--- src/rtl/rr_arbiter_16.sv ---
// Registered 16-way round-robin arbiter with hold control (done, request drop, MAX_HOLD timeout).
// Grant is one-hot or zero and feeds the 16-to-4 encoder directly; grant_idx carries the same index in binary.
module rr_arbiter_16 #(
   parameter int N        = 16,
   parameter int IDX_W    = 4,
   parameter int MAX_HOLD = 8
) (
   input  logic             clk,
   input  logic             rst_n,
   input  logic [N-1:0]     req,
   input  logic             done,
   output logic [N-1:0]     grant,
   output logic             grant_valid,
   output logic [IDX_W-1:0] grant_idx,
   output logic             timeout
);

   localparam int CNT_W = 8;

   typedef enum logic [0:0] {
      IDLE    = 1'b0,
      GRANTED = 1'b1
   } state_t;

   state_t             state_r, state_s;
   logic [IDX_W-1:0]   ptr_r, ptr_s;
   logic [CNT_W-1:0]   hold_cnt_r, hold_cnt_s;
   logic [N-1:0]       grant_r, grant_s;
   logic [IDX_W-1:0]   idx_r, idx_s;
   logic               valid_r, valid_s;
   logic               timeout_r, timeout_s;
   logic [IDX_W-1:0]   pick_s;
   logic               user_rel_s;
   logic               hold_hit_s;

   // First set request bit at or above p, wrapping naturally through the 4-bit index.
   function automatic logic [IDX_W-1:0] rr_pick(input logic [N-1:0] r, input logic [IDX_W-1:0] p);
      logic [IDX_W-1:0] cand;
      logic             found;
      rr_pick = p;
      found   = 1'b0;
      for (int i = 0; i < N; i++) begin
         cand = p + i[IDX_W-1:0];
         if (!found && r[cand]) begin
            rr_pick = cand;
            found   = 1'b1;
         end
      end
   endfunction

   // Arbitration candidate and release causes for the current grantee.
   always_comb begin
      pick_s     = rr_pick(req, ptr_r);
      user_rel_s = done | ~req[idx_r];
      hold_hit_s = (hold_cnt_r == CNT_W'(MAX_HOLD));
   end

   // Next-state and next-output logic of the IDLE/GRANTED machine.
   always_comb begin
      state_s    = state_r;
      ptr_s      = ptr_r;
      hold_cnt_s = hold_cnt_r;
      grant_s    = grant_r;
      idx_s      = idx_r;
      valid_s    = valid_r;
      timeout_s  = 1'b0;
      case (state_r)
         IDLE: begin
            if (|req) begin
               state_s    = GRANTED;
               grant_s    = {{(N-1){1'b0}}, 1'b1} << pick_s;
               idx_s      = pick_s;
               valid_s    = 1'b1;
               hold_cnt_s = {{(CNT_W-1){1'b0}}, 1'b1};
            end else begin
               grant_s = {N{1'b0}};
               valid_s = 1'b0;
            end
         end
         GRANTED: begin
            if (user_rel_s || hold_hit_s) begin
               // Release always leaves one idle cycle; timeout only when the hold limit alone fired.
               state_s   = IDLE;
               grant_s   = {N{1'b0}};
               valid_s   = 1'b0;
               ptr_s     = idx_r + {{(IDX_W-1){1'b0}}, 1'b1};
               timeout_s = hold_hit_s & ~user_rel_s;
            end else if (hold_cnt_r != {CNT_W{1'b1}}) begin
               hold_cnt_s = hold_cnt_r + {{(CNT_W-1){1'b0}}, 1'b1};
            end else begin
               hold_cnt_s = hold_cnt_r;
            end
         end
         default: begin
            state_s = IDLE;
            grant_s = {N{1'b0}};
            valid_s = 1'b0;
         end
      endcase
   end

   // State and registered outputs.
   always_ff @(posedge clk or negedge rst_n) begin
      if (!rst_n) begin
         state_r    <= IDLE;
         ptr_r      <= {IDX_W{1'b0}};
         hold_cnt_r <= {CNT_W{1'b0}};
         grant_r    <= {N{1'b0}};
         idx_r      <= {IDX_W{1'b0}};
         valid_r    <= 1'b0;
         timeout_r  <= 1'b0;
      end else begin
         state_r    <= state_s;
         ptr_r      <= ptr_s;
         hold_cnt_r <= hold_cnt_s;
         grant_r    <= grant_s;
         idx_r      <= idx_s;
         valid_r    <= valid_s;
         timeout_r  <= timeout_s;
      end
   end

   assign grant       = grant_r;
   assign grant_valid = valid_r;
   assign grant_idx   = idx_r;
   assign timeout     = timeout_r;

endmodule
--- config.mk ---
export PLATFORM = sky130hd
export DESIGN_NAME = rr_arbiter_16
export DESIGN_NICKNAME = d
export VERILOG_FILES = /design/src/rtl/rr_arbiter_16.sv
export SDC_FILE = /design/constraint.sdc
export NUM_CORES = 1
export LEC_CHECK = 0
export BUFFER_PORTS_ARGS = -buffer_cell sky130_fd_sc_hd__buf_4
export CAP_MARGIN = 0
export CORE_MARGIN = 2
export CORE_UTILIZATION = 30
export CTS_CLUSTER_DIAMETER = 150
export DETAILED_ROUTE_END_ITERATION = 10
export SLEW_MARGIN = 20
export SYNTH_ARGS = -nofsm -noshare
export SYNTH_HDL_FRONTEND = slang
export SYNTH_SLANG_ARGS = --single-unit
--- constraint.sdc ---
create_clock -name clk -period 10.5 [get_ports clk]
set_input_delay 0.525 -clock clk [delete_from_list [all_inputs] [get_ports clk]]
set_output_delay 0.525 -clock clk [all_outputs]
set_load 0.05 [all_outputs]
==> impl_results.rst, run 1 <==
.. list-table::
   :header-rows: 1

   * - Metric
     - Value
   * - RD Place Congestion
     - 1.00
   * - RSZ-0062 raised after global routing
     - false
   * - Count of flip-flops with a built-in enable after synthesis
     - 0
   * - Result of the run
     - complete, no violations
   * - Critical path class
     - reg2reg
   * - Number of nets in the finished design
     - around 470
   * - Number of placement rows
     - between 40 and 50
   * - Total die area
     - roughly 14,000 sq um
   * - Fraction of registers with async set/reset
     - between 90% and 100%
   * - Worst path slowest cell
     - sky130_fd_sc_hd__ha_1
   * - Clock insertion delay at the later pin of the skew report
     - ~280 ps
   * - Slew of the pin with the lowest slew margin
     - approximately 1000 ps
   * - Number of input and output port buffers inserted
     - 40
   * - Required @ worst endpoint
     - 10,680 ps
   * - Placed cell area
     - approximately 4300 sq um
   * - CTS root buf
     - sky130_fd_sc_hd__clkbuf_16
   * - Most common cell after layout, fill and taps aside
     - sky130_fd_sc_hd__buf_4
   * - Global router's overall resource usage
     - 17.4%
   * - Cells along the critical path
     - inv_1 > ha_1 > mux4_2 > mux2_2 > mux2_2 > nor4_1 > nand4_1 > a211oi_1 > o221ai_1 > a21oi_1 > o211ai_1 > o21ai_0
   * - Routed WL
     - 12,100 um
   * - Maximum buffer depth of the clock tree
     - 2
   * - Hold Worst Slack
     - ~190 ps
   * - Std-Cell Core Area
     - 12,600 sq um
   * - Via total after detailed routing
     - between 3,000 and 4,000
   * - Sort of element at the start of the critical path
     - flop
   * - Commonest non-fill, non-tap cells in the layout
     - sky130_fd_sc_hd__buf_4, sky130_fd_sc_hd__nand2_1, sky130_fd_sc_hd__dfrtp_1
   * - Htree depth
     - 2
   * - Dominant cell type by count on the critical path
     - sky130_fd_sc_hd__mux2_2
   * - Timing-limited maximum frequency
     - approximately 190 MHz
   * - Height of the die
     - between 100 and 150 um
   * - Min Clock Period, post-route
     - 5140 ps
   * - Max capacitance violation total
     - 0
   * - Final design utilization
     - between 30% and 40%
   * - Die W
     - roughly 120 um
   * - Type of destination of the critical path
     - flop
   * - Ys Warns
     - 0
   * - Share of layout cells above drive strength 1
     - 24.3%
   * - Post-route DRC violation count
     - 0
   * - Sum of negative setup slack
     - 0 ps
   * - Skew final
     - 4.22 ps
   * - Post-CTS Hold Buffers
     - 0
   * - Post-synthesis sequential element count
     - 35
   * - Largest net degree at the start of global routing
     - 36
   * - Cells after Synth
     - about 400
   * - Post-route cell area
     - ~4500 sq um
   * - Initial core utilization
     - a little under a third
   * - Post-synthesis average cell area
     - ~9.5 sq um
   * - Post-synthesis cell type count
     - between 70 and 80
   * - Count of buffer and inverter cells on the critical path
     - 1
   * - Number of buffers created by CTS
     - 5
   * - Number of global-route vias before repair
     - approximately 3,600
   * - TritonCTS Sinks
     - 35
   * - Proportion of synthesized chip area in sequential cells
     - ~23%
   * - Congestion Overflow GR
     - 0
   * - Iteration-0 DRC count of the detailed router
     - around 320
   * - Remaining number of nets flagged by the antenna check after routing
     - 0
   * - Clock slew at the register clock pins of the worst setup and hold paths
     - roughly 60 ps
   * - Number of filler instances in the final layout
     - around 1,300
   * - Post-DP HPWL
     - about 9100 um
   * - Post-synthesis instance area
     - between 3000 and 4000 sq um
   * - Vias per cell
     - 5.94
   * - CTS tree
     - built
   * - Number of detailed-route iterations in the first pass
     - 5
   * - Setup violation total in the final timing report
     - 0
   * - Initial antenna violation count
     - 0
   * - Final hold violation count
     - 0
   * - Number of top-level design ports
     - slightly above 40
   * - Ratio of final minimum period to clock period
     - a little under 50%
   * - ANT cells
     - 0
   * - Setup fix buffers added after clock tree synthesis
     - 0
   * - Signed area change from the synthesized netlist to the final layout
     - 16.0%
   * - Remaining max-slew budget at the tightest pin
     - between 20 and 30%
   * - First-pass GRT wire length
     - 19,800 um
   * - Worst path top cell family by delay
     - compound AO/OA/AOI/OAI gates
   * - Main flop type after synthesis
     - sky130_fd_sc_hd__dfrtp_1
   * - Synthesized net count
     - 439
   * - Max-slew violation total from the final report
     - 0
   * - Hold Crit Class
     - in2async
   * - Arrival @ worst endpoint
     - about 5300 ps
   * - WL/cell
     - approximately 20 um
   * - Critical-path maximum fanout
     - 18
   * - CTS-repair resized insts
     - 0
   * - Critical path's largest stage delay
     - slightly above 800 ps
==> stage by stage <==
step | cells | setup slack, ps
floorplan | 410 | 5680
global placement | 609 | 5480
detailed placement | 609 | 5420
CTS | 617 | 5360
global route | 617 | 4930
finish | 617 | 5360
==> sequential cells by signal (all words and copies together) (netlist names) <==
register and flops:
state_r 1, grant_idx 4, ptr_r 4, grant 16, timeout 1, hold_cnt_r 8, grant_valid 1
==> layer usage <==
metal  track usage [%]  share of wire (%)
met5                 0                  0
met2              29.2                 49
met1              22.7                 42
met3              2.13                5.7
met4              7.23                3.6
==> final timing paths <==
check / depth (start not counted) / from / end / slack (ps)
max: 12 / ptr_r[1] / grant[4] / 5360
min in group clk: 2 / grant[8] / grant[8] / 480
min reg2reg: 2 / grant[8] / grant[8] / 480
min: 1 / rst_n / grant_idx[2] / 190
max in group asynchronous: 1 / rst_n / grant[8] / 10000
max reg2reg: 12 / ptr_r[1] / grant[4] / 5360
==> Yosys cell counts, types with 3 or more instances <==
| cell | number | share of area, % |
|---|---|---|
| sky130_fd_sc_hd__a2111oi_0 | 4 | 0.90 |
| sky130_fd_sc_hd__a211oi_1 | 3 | 0.58 |
| sky130_fd_sc_hd__a21o_1 | 3 | 0.58 |
| sky130_fd_sc_hd__a21oi_1 | 19 | 2.5 |
| sky130_fd_sc_hd__a221oi_1 | 3 | 0.68 |
| sky130_fd_sc_hd__a31oi_1 | 4 | 0.65 |
| sky130_fd_sc_hd__and3_1 | 5 | 0.81 |
| sky130_fd_sc_hd__buf_2 | 4 | 0.52 |
| sky130_fd_sc_hd__clkbuf_1 | 9 | 0.87 |
| sky130_fd_sc_hd__dfrtp_1 | 35 | 23 |
| sky130_fd_sc_hd__ha_1 | 10 | 3.2 |
| sky130_fd_sc_hd__inv_1 | 10 | 0.97 |
| sky130_fd_sc_hd__mux2_2 | 19 | 5.5 |
| sky130_fd_sc_hd__mux2i_1 | 20 | 5.2 |
| sky130_fd_sc_hd__mux4_1 | 8 | 5.4 |
| sky130_fd_sc_hd__mux4_2 | 22 | 13 |
| sky130_fd_sc_hd__nand2_1 | 44 | 4.3 |
| sky130_fd_sc_hd__nand2b_1 | 5 | 0.81 |
| sky130_fd_sc_hd__nand3_1 | 18 | 2.3 |
| sky130_fd_sc_hd__nand4_1 | 4 | 0.65 |
| sky130_fd_sc_hd__nor2_1 | 24 | 2.3 |
| sky130_fd_sc_hd__nor2b_1 | 3 | 0.48 |
| sky130_fd_sc_hd__nor3_1 | 4 | 0.52 |
| sky130_fd_sc_hd__nor4_1 | 7 | 1.1 |
| sky130_fd_sc_hd__o21a_1 | 3 | 0.58 |
| sky130_fd_sc_hd__o21ai_0 | 27 | 3.5 |
| sky130_fd_sc_hd__o21ai_1 | 6 | 0.77 |
| sky130_fd_sc_hd__o22ai_1 | 3 | 0.48 |
| sky130_fd_sc_hd__o31ai_1 | 9 | 1.7 |
| sky130_fd_sc_hd__or3_1 | 5 | 0.81 |
| sky130_fd_sc_hd__xnor2_1 | 9 | 2.0 |
| sky130_fd_sc_hd__xor2_1 | 9 | 2.0 |
==> layout make-up <==
cell class | count | area (sq um) | area share [%]
sequential | 35 | 876 | 19.5
multi-input combinational | 343 | 2840 | 63.2
inverter | 13 | 48.8 | 1.08
clock buffer | 5 | 125 | 2.78
clock inverter | 3 | 43.8 | 0.974
timing repair buffer | 46 | 345 | 7.68
tap | 172 | 215 | 4.78
==> cell families after synthesis <==
kind of cell	count (synthesis)	share of synthesized area [%]
adder cells (fa/ha/maj)	10	3.23
multiplexers	70	29.2
buffers and inverters	32	4.13
AND/OR/NAND/NOR	138	18.6
AO/OA/AOI/OAI	107	18.2
flip-flops	35	22.6
XOR/XNOR	18	4.07
Power of run 1 is left out: the tool's default activity adds up to more than one toggle a clock period on the data nets, which glitch-free logic cannot reach.
==> run 2: changes to the inputs <==
Clock period 10.5 ns to 5 ns, I/O delays scaled along.
==> impl_results.rst, run 2 (synthesis results as in run 1) <==
.. list-table::
   :header-rows: 1

   * - Metric
     - Value
   * - Number of placement rows
     - 41 (unchanged)
   * - Critical-path maximum fanout
     - 10 (was 18)
   * - Setup violation total in the final timing report
     - 0 (unchanged)
   * - Post-route DRC violation count
     - 1 (was 0)
   * - Hold Crit Start
     - done
   * - Initial core utilization
     - 30.7% (unchanged)
   * - Final design utilization
     - 36.3% (was 35.6%)
   * - Dominant cell type by count on the critical path
     - sky130_fd_sc_hd__mux2_2 (unchanged)
   * - RSZ-0062 raised after global routing
     - false (unchanged)
   * - Skew final
     - 5.00 ps (was 4.22 ps)
   * - Result of the run
     - finished, violations left (was complete, no violations)
   * - Violations in the final reports
     - design-rule violations
   * - Critical path's largest stage delay
     - 600 ps (was 820 ps)
   * - Cells along the critical path
     - inv_1 > ha_1 > mux4_2 > mux2_2 > mux2_2 > or3_1 > or3_4 > nor3_1 > a221oi_1 > a21oi_1 > o211ai_1 > o21ai_0 (was inv_1 > ha_1 > mux4_2 > mux2_2 > mux2_2 > nor4_1 > nand4_1 > a211oi_1 > o221ai_1 > a21oi_1 > o211ai_1 > o21ai_0)
   * - CTS tree
     - built (unchanged)
   * - Via total after detailed routing
     - 3,680 (was 3,663)
   * - Maximum buffer depth of the clock tree
     - 2 (unchanged)
   * - First-pass GRT wire length
     - 19,600 um (was 19,800 um)
   * - Critical path class
     - reg2reg (unchanged)
   * - Required @ worst endpoint
     - 5190 ps (was 10,680 ps)
   * - Clock insertion delay at the later pin of the skew report
     - 270 ps (was 280 ps)
   * - Share of layout cells above drive strength 1
     - 25.9% (was 24.3%)
   * - Max capacitance violation total
     - 0 (unchanged)
   * - Count of buffer and inverter cells on the critical path
     - 1 (unchanged)
   * - Post-placement setup slack
     - 430 ps (was 5420 ps)
   * - Post-DP HPWL
     - 9180 um (was 9090 um)
   * - Congestion Overflow GR
     - 0 (unchanged)
   * - Most common cell after layout, fill and taps aside
     - sky130_fd_sc_hd__buf_4 (unchanged)
   * - Number of nets in the finished design
     - 484 (was 473)
   * - Max-slew violation total from the final report
     - 0 (unchanged)
   * - Min Clock Period, post-route
     - 4630 ps (was 5140 ps)
   * - Initial antenna violation count
     - 0 (unchanged)
   * - Number of global-route vias before repair
     - 3,630 (was 3,612)
   * - Worst path slowest cell
     - sky130_fd_sc_hd__mux4_2 (was sky130_fd_sc_hd__ha_1)
   * - Slew of the pin with the lowest slew margin
     - 953 ps (was 1050 ps)
   * - Clock slew at the register clock pins of the worst setup and hold paths
     - 60 ps (about the same)
   * - CTS root buf
     - sky130_fd_sc_hd__clkbuf_16 (unchanged)
   * - Die W
     - 118 um (unchanged)
   * - Startpoint of the lowest-slack register-to-register path
     - ptr_r[0] (was ptr_r[1])
   * - Number of input and output port buffers inserted
     - 40 (unchanged)
   * - Sort of element at the start of the critical path
     - flop (unchanged)
   * - Routed WL
     - 12,100 um (about the same)
   * - Total die area
     - 13,800 sq um (unchanged)
   * - Source of the critical timing path
     - ptr_r[0] (was ptr_r[1])
   * - Type of destination of the critical path
     - flop (unchanged)
   * - ANT cells
     - 0 (unchanged)
   * - Worst path top cell family by delay
     - multiplexers (was compound AO/OA/AOI/OAI gates)
   * - Largest net degree at the start of global routing
     - 36 (unchanged)
   * - Final critical-path setup slack
     - 365 ps (was 5360 ps)
   * - RD Place Congestion
     - 0.969 (was 1.00)
   * - Hold Worst Slack
     - 430 ps (was 193 ps)
   * - Commonest non-fill, non-tap cells in the layout
     - sky130_fd_sc_hd__buf_4, sky130_fd_sc_hd__nand2_1, sky130_fd_sc_hd__dfrtp_1 (unchanged)
   * - Vias per cell
     - 5.86 (was 5.94)
   * - Sum of negative setup slack
     - 0 ps (unchanged)
   * - Largest register FFs
     - 16 (unchanged)
   * - Number of detailed-route iterations in the first pass
     - 8 (was 5)
   * - Timing-limited maximum frequency
     - 216 MHz (was 194 MHz)
   * - Htree depth
     - 2 (unchanged)
   * - Number of top-level design ports
     - 41 (unchanged)
   * - Ratio of final minimum period to clock period
     - 92.7% (was 49.0%)
   * - Std-Cell Core Area
     - 12,600 sq um (unchanged)
   * - Hold Crit Class
     - in2reg (was in2async)
   * - Global router's overall resource usage
     - 17.4% (about the same)
   * - Iteration-0 DRC count of the detailed router
     - 364 (was 317)
   * - Remaining max-slew budget at the tightest pin
     - 35.6% (was 29.7%)
   * - Remaining number of nets flagged by the antenna check after routing
     - 0 (unchanged)
   * - CTS-repair resized insts
     - 0 (unchanged)
   * - WL/cell
     - 19.3 um (was 19.5 um)
   * - Number of buffers created by CTS
     - 5 (unchanged)
   * - Height of the die
     - 118 um (unchanged)
   * - Signed area change from the synthesized netlist to the final layout
     - 18.2% (was 16.0%)
   * - TritonCTS Sinks
     - 35 (unchanged)
   * - Arrival @ worst endpoint
     - 4830 ps (was 5320 ps)
   * - Final hold violation count
     - 0 (unchanged)
## run 2: changes by cell type in the layout (fill, tap and decap cells not counted), sizes merged
cell         before  now
buf              46   56
dlygate4sd3       0    1
## run 2: stage by stage
stage | cell area, sq um | cells
after floorplan | 3880 | 410
after global placement | 4400 | 619
after detailed placement | 4400 | 619
after CTS | 4580 | 628
after global routing | 4580 | 628
final | 4580 | 628
## run 2: final cells by class
class	instances	area [sq um]
Clock buffer	5	125
Clock inverter	3	43.8
Fill cell	1308	8040
Inverter	13	48.8
Multi-Input combinational cell	343	2840
Sequential cell	35	876
Tap cell	172	215
Timing Repair Buffer	57	430
## run 2: final timing paths
check	end	slack (ps)	depth (start not counted)
max reg2reg	grant[13]	370	12
max in group asynchronous	grant_idx[0]	4230	2
min in group asynchronous	grant[6]	460	2
min	state_r	430	5
min reg2reg	grant[0]	490	2
max	grant[13]	370	12
## run 2: worst reg2reg max path: cells and delay by family, from the launching register on
| family | cells | cell delay [ps] |
|---|---|---|
| AND/OR/NAND/NOR | 3 | 1150 |
| adder cells (fa/ha/maj) | 1 | 480 |
| multiplexers | 3 | 1320 |
| flip-flops | 1 | 380 |
| buffers and inverters | 1 | 90 |
| AO/OA/AOI/OAI | 4 | 1140 |
## run 2: timing repair
item	4_1_cts	5_1_grt
hold buffers	1	0
endpoints found under the hold margin	35	0
setup buffers	0	0
## run 2: metal layers
layer | part of all wire, % | GRT usage (%) | vias to the layer above
li1 | - | - | 1702
met1 | 40 | 21.4 | 1777
met2 | 50 | 30.1 | 161
met3 | 6.5 | 2.76 | 40
met4 | 3.5 | 7.53 | 0
met5 | 0 | 0 | -
Power of run 2 is left out for the same reason.
==> run 3: changes to the inputs <==
--- a/config.mk
+++ b/config.mk
@@ -9,7 +9,8 @@
 export CAP_MARGIN = 0
 export CORE_MARGIN = 2
-export CORE_UTILIZATION = 30
+export CORE_UTILIZATION = 55
 export CTS_CLUSTER_DIAMETER = 150
 export DETAILED_ROUTE_END_ITERATION = 10
+export PLACE_DENSITY = 0.75
 export SLEW_MARGIN = 20
 export SYNTH_ARGS = -nofsm -noshare
==> constraint.sdc (replaced) <==
create_clock -name clk -period 5 [get_ports clk]
set_input_delay 1 -clock clk [delete_from_list [all_inputs] [get_ports clk]]
set_output_delay 1 -clock clk [all_outputs]
set_load 0.05 [all_outputs]
==> impl_results.rst, run 3 (synthesis results as in run 1) <==
.. list-table::
   :header-rows: 1

   * - Metric
     - Value
   * - Result of the run
     - complete, no violations (was finished, violations left)
   * - Clock insertion delay at the later pin of the skew report
     - 290 ps (was 270 ps)
   * - Number of detailed-route iterations in the first pass
     - 5 (was 8)
   * - Arrival @ worst endpoint
     - 4710 ps (was 4830 ps)
   * - Signed area change from the synthesized netlist to the final layout
     - 13.6% (was 18.2%)
   * - Congestion Overflow GR
     - 0 (unchanged)
   * - First-pass GRT wire length
     - 18,100 um (was 19,600 um)
   * - Ratio of final minimum period to clock period
     - 90.8% (was 92.7%)
   * - Timing-limited maximum frequency
     - 220 MHz (was 216 MHz)
   * - Required @ worst endpoint
     - 5160 ps (was 5190 ps)
   * - Critical-path maximum fanout
     - 10 (unchanged)
   * - Via total after detailed routing
     - 3,676 (was 3,680)
   * - Largest register FFs
     - 16 (unchanged)
   * - Sort of element at the start of the critical path
     - flop (unchanged)
   * - Iteration-0 DRC count of the detailed router
     - 349 (was 364)
   * - Reg-to-reg setup timing slack
     - 460 ps (was 370 ps)
   * - Depth of the most critical reg-to-reg path
     - 13 (was 12)
   * - Hold Crit Class
     - reg2reg (was in2reg)
   * - Critical path class
     - reg2reg (unchanged)
   * - Type of destination of the critical path
     - flop (unchanged)
   * - CTS tree
     - built (unchanged)
   * - Largest net degree at the start of global routing
     - 36 (unchanged)
   * - Vias per cell
     - 6.66 (was 5.86)
   * - TritonCTS Sinks
     - 35 (unchanged)
   * - Height of the die
     - 88.0 um (was 118 um)
   * - Skew final
     - 5.84 ps (was 5.00 ps)
   * - Number of nets in the finished design
     - 484 (unchanged)
   * - RSZ-0062 raised after global routing
     - false (unchanged)
   * - Max-slew violation total from the final report
     - 0 (unchanged)
   * - Sum of negative setup slack
     - 0 ps (unchanged)
   * - Final hold violation count
     - 0 (unchanged)
   * - Global router's overall resource usage
     - 30.4% (was 17.4%)
   * - Post-route DRC violation count
     - 0 (was 1)
   * - Std-Cell Core Area
     - 6790 sq um (was 12,600 sq um)
   * - ANT cells
     - 0 (unchanged)
   * - Die W
     - 88.0 um (was 118 um)
   * - Maximum buffer depth of the clock tree
     - 2 (unchanged)
   * - Max capacitance violation total
     - 0 (unchanged)
   * - Number of cells on the worst hold path
     - 2 (was 5)
   * - Post-DP HPWL
     - 8510 um (was 9180 um)
   * - Initial core utilization
     - 57.1% (was 30.7%)
   * - Most common cell after layout, fill and taps aside
     - sky130_fd_sc_hd__buf_4 (unchanged)
   * - Slew of the pin with the lowest slew margin
     - 1030 ps (was 953 ps)
   * - Setup fix buffers added after clock tree synthesis
     - 0 (unchanged)
   * - Htree depth
     - 2 (unchanged)
   * - Remaining max-slew budget at the tightest pin
     - 31.4% (was 35.6%)
   * - WL/cell
     - 20.4 um (was 19.3 um)
   * - Post-CTS Hold Buffers
     - 0 (was 1)
   * - Remaining number of nets flagged by the antenna check after routing
     - 0 (unchanged)
   * - Min Clock Period, post-route
     - 4540 ps (was 4630 ps)
   * - Number of placement rows
     - 30 (was 41)
   * - Number of global-route vias before repair
     - 3,362 (was 3,630)
   * - Initial antenna violation count
     - 0 (unchanged)
   * - Share of layout cells above drive strength 1
     - 25.9% (unchanged)
   * - Commonest non-fill, non-tap cells in the layout
     - sky130_fd_sc_hd__buf_4, sky130_fd_sc_hd__nand2_1, sky130_fd_sc_hd__dfrtp_1 (unchanged)
   * - Setup violation total in the final timing report
     - 0 (unchanged)
   * - CTS-repair resized insts
     - 0 (unchanged)
   * - RD Place Congestion
     - 0.963 (was 0.969)
   * - Number of input and output port buffers inserted
     - 40 (unchanged)
   * - Clock slew at the register clock pins of the worst setup and hold paths
     - 80 ps (was 60 ps)
   * - Total die area
     - 7740 sq um (was 13,800 sq um)
   * - Number of top-level design ports
     - 41 (unchanged)
   * - Routed WL
     - 11,300 um (was 12,100 um)
   * - CTS root buf
     - sky130_fd_sc_hd__clkbuf_8 (was sky130_fd_sc_hd__clkbuf_16)
   * - Number of buffers created by CTS
     - 5 (unchanged)
==> run 3: metrics by stage <==
step | std cells | setup slack (ps) | hold WS, ps | utilization (%) | area, sq um
3_5_place_dp | 544 | 383 | 469 | 63.5 | 4310
6_report | 552 | 459 | 486 | 64.8 | 4400
3_3_place_gp | 544 | 398 | 464 | 63.5 | 4310
5_1_grt | 552 | 166 | 517 | 64.8 | 4400
4_1_cts | 552 | 472 | 488 | 64.8 | 4400
2_1_floorplan | 410 | 184 | 527 | - | 3880
==> run 3: cell type report <==
class                           instances  area, sq um
Tap cell                               96          120
Clock inverter                          3         20.0
Timing Repair Buffer                   57          428
Multi-Input combinational cell        343         2840
Clock buffer                            5         68.8
Inverter                               13         48.8
Fill cell                             587         2390
Sequential cell                        35          876
==> run 3: path summary, 6_finish.rpt <==
check                                end     start
setup / recovery               grant[12]  ptr_r[1]
hold / removal                  grant[4]  grant[4]
setup reg to reg               grant[12]  ptr_r[1]
hold reg to reg                 grant[4]  grant[4]
max in group asynchronous  hold_cnt_r[1]     rst_n
min in group asynchronous      grant[12]     rst_n
==> run 3: worst max-delay path, cell delays in order, from the launching register on <==
cell,delay (ps)
sky130_fd_sc_hd__dfrtp_1,380
sky130_fd_sc_hd__inv_1,70
sky130_fd_sc_hd__ha_1,510
sky130_fd_sc_hd__mux4_2,610
sky130_fd_sc_hd__mux2_2,350
sky130_fd_sc_hd__mux2_2,380
sky130_fd_sc_hd__or3_1,420
sky130_fd_sc_hd__or3_4,450
sky130_fd_sc_hd__or4_1,470
sky130_fd_sc_hd__o221ai_1,220
sky130_fd_sc_hd__a21oi_1,70
sky130_fd_sc_hd__buf_4,170
sky130_fd_sc_hd__o211ai_1,160
sky130_fd_sc_hd__o21ai_0,150
==> run 3: routing by layer <==
layer | GRT usage [%] | share of wire [%]
met5 | 0 | 0
met2 | 44.6 | 46
met4 | 8.67 | 2.1
met1 | 46.0 | 44
met3 | 5.56 | 8.1
Power of run 3 is left out for the same reason.
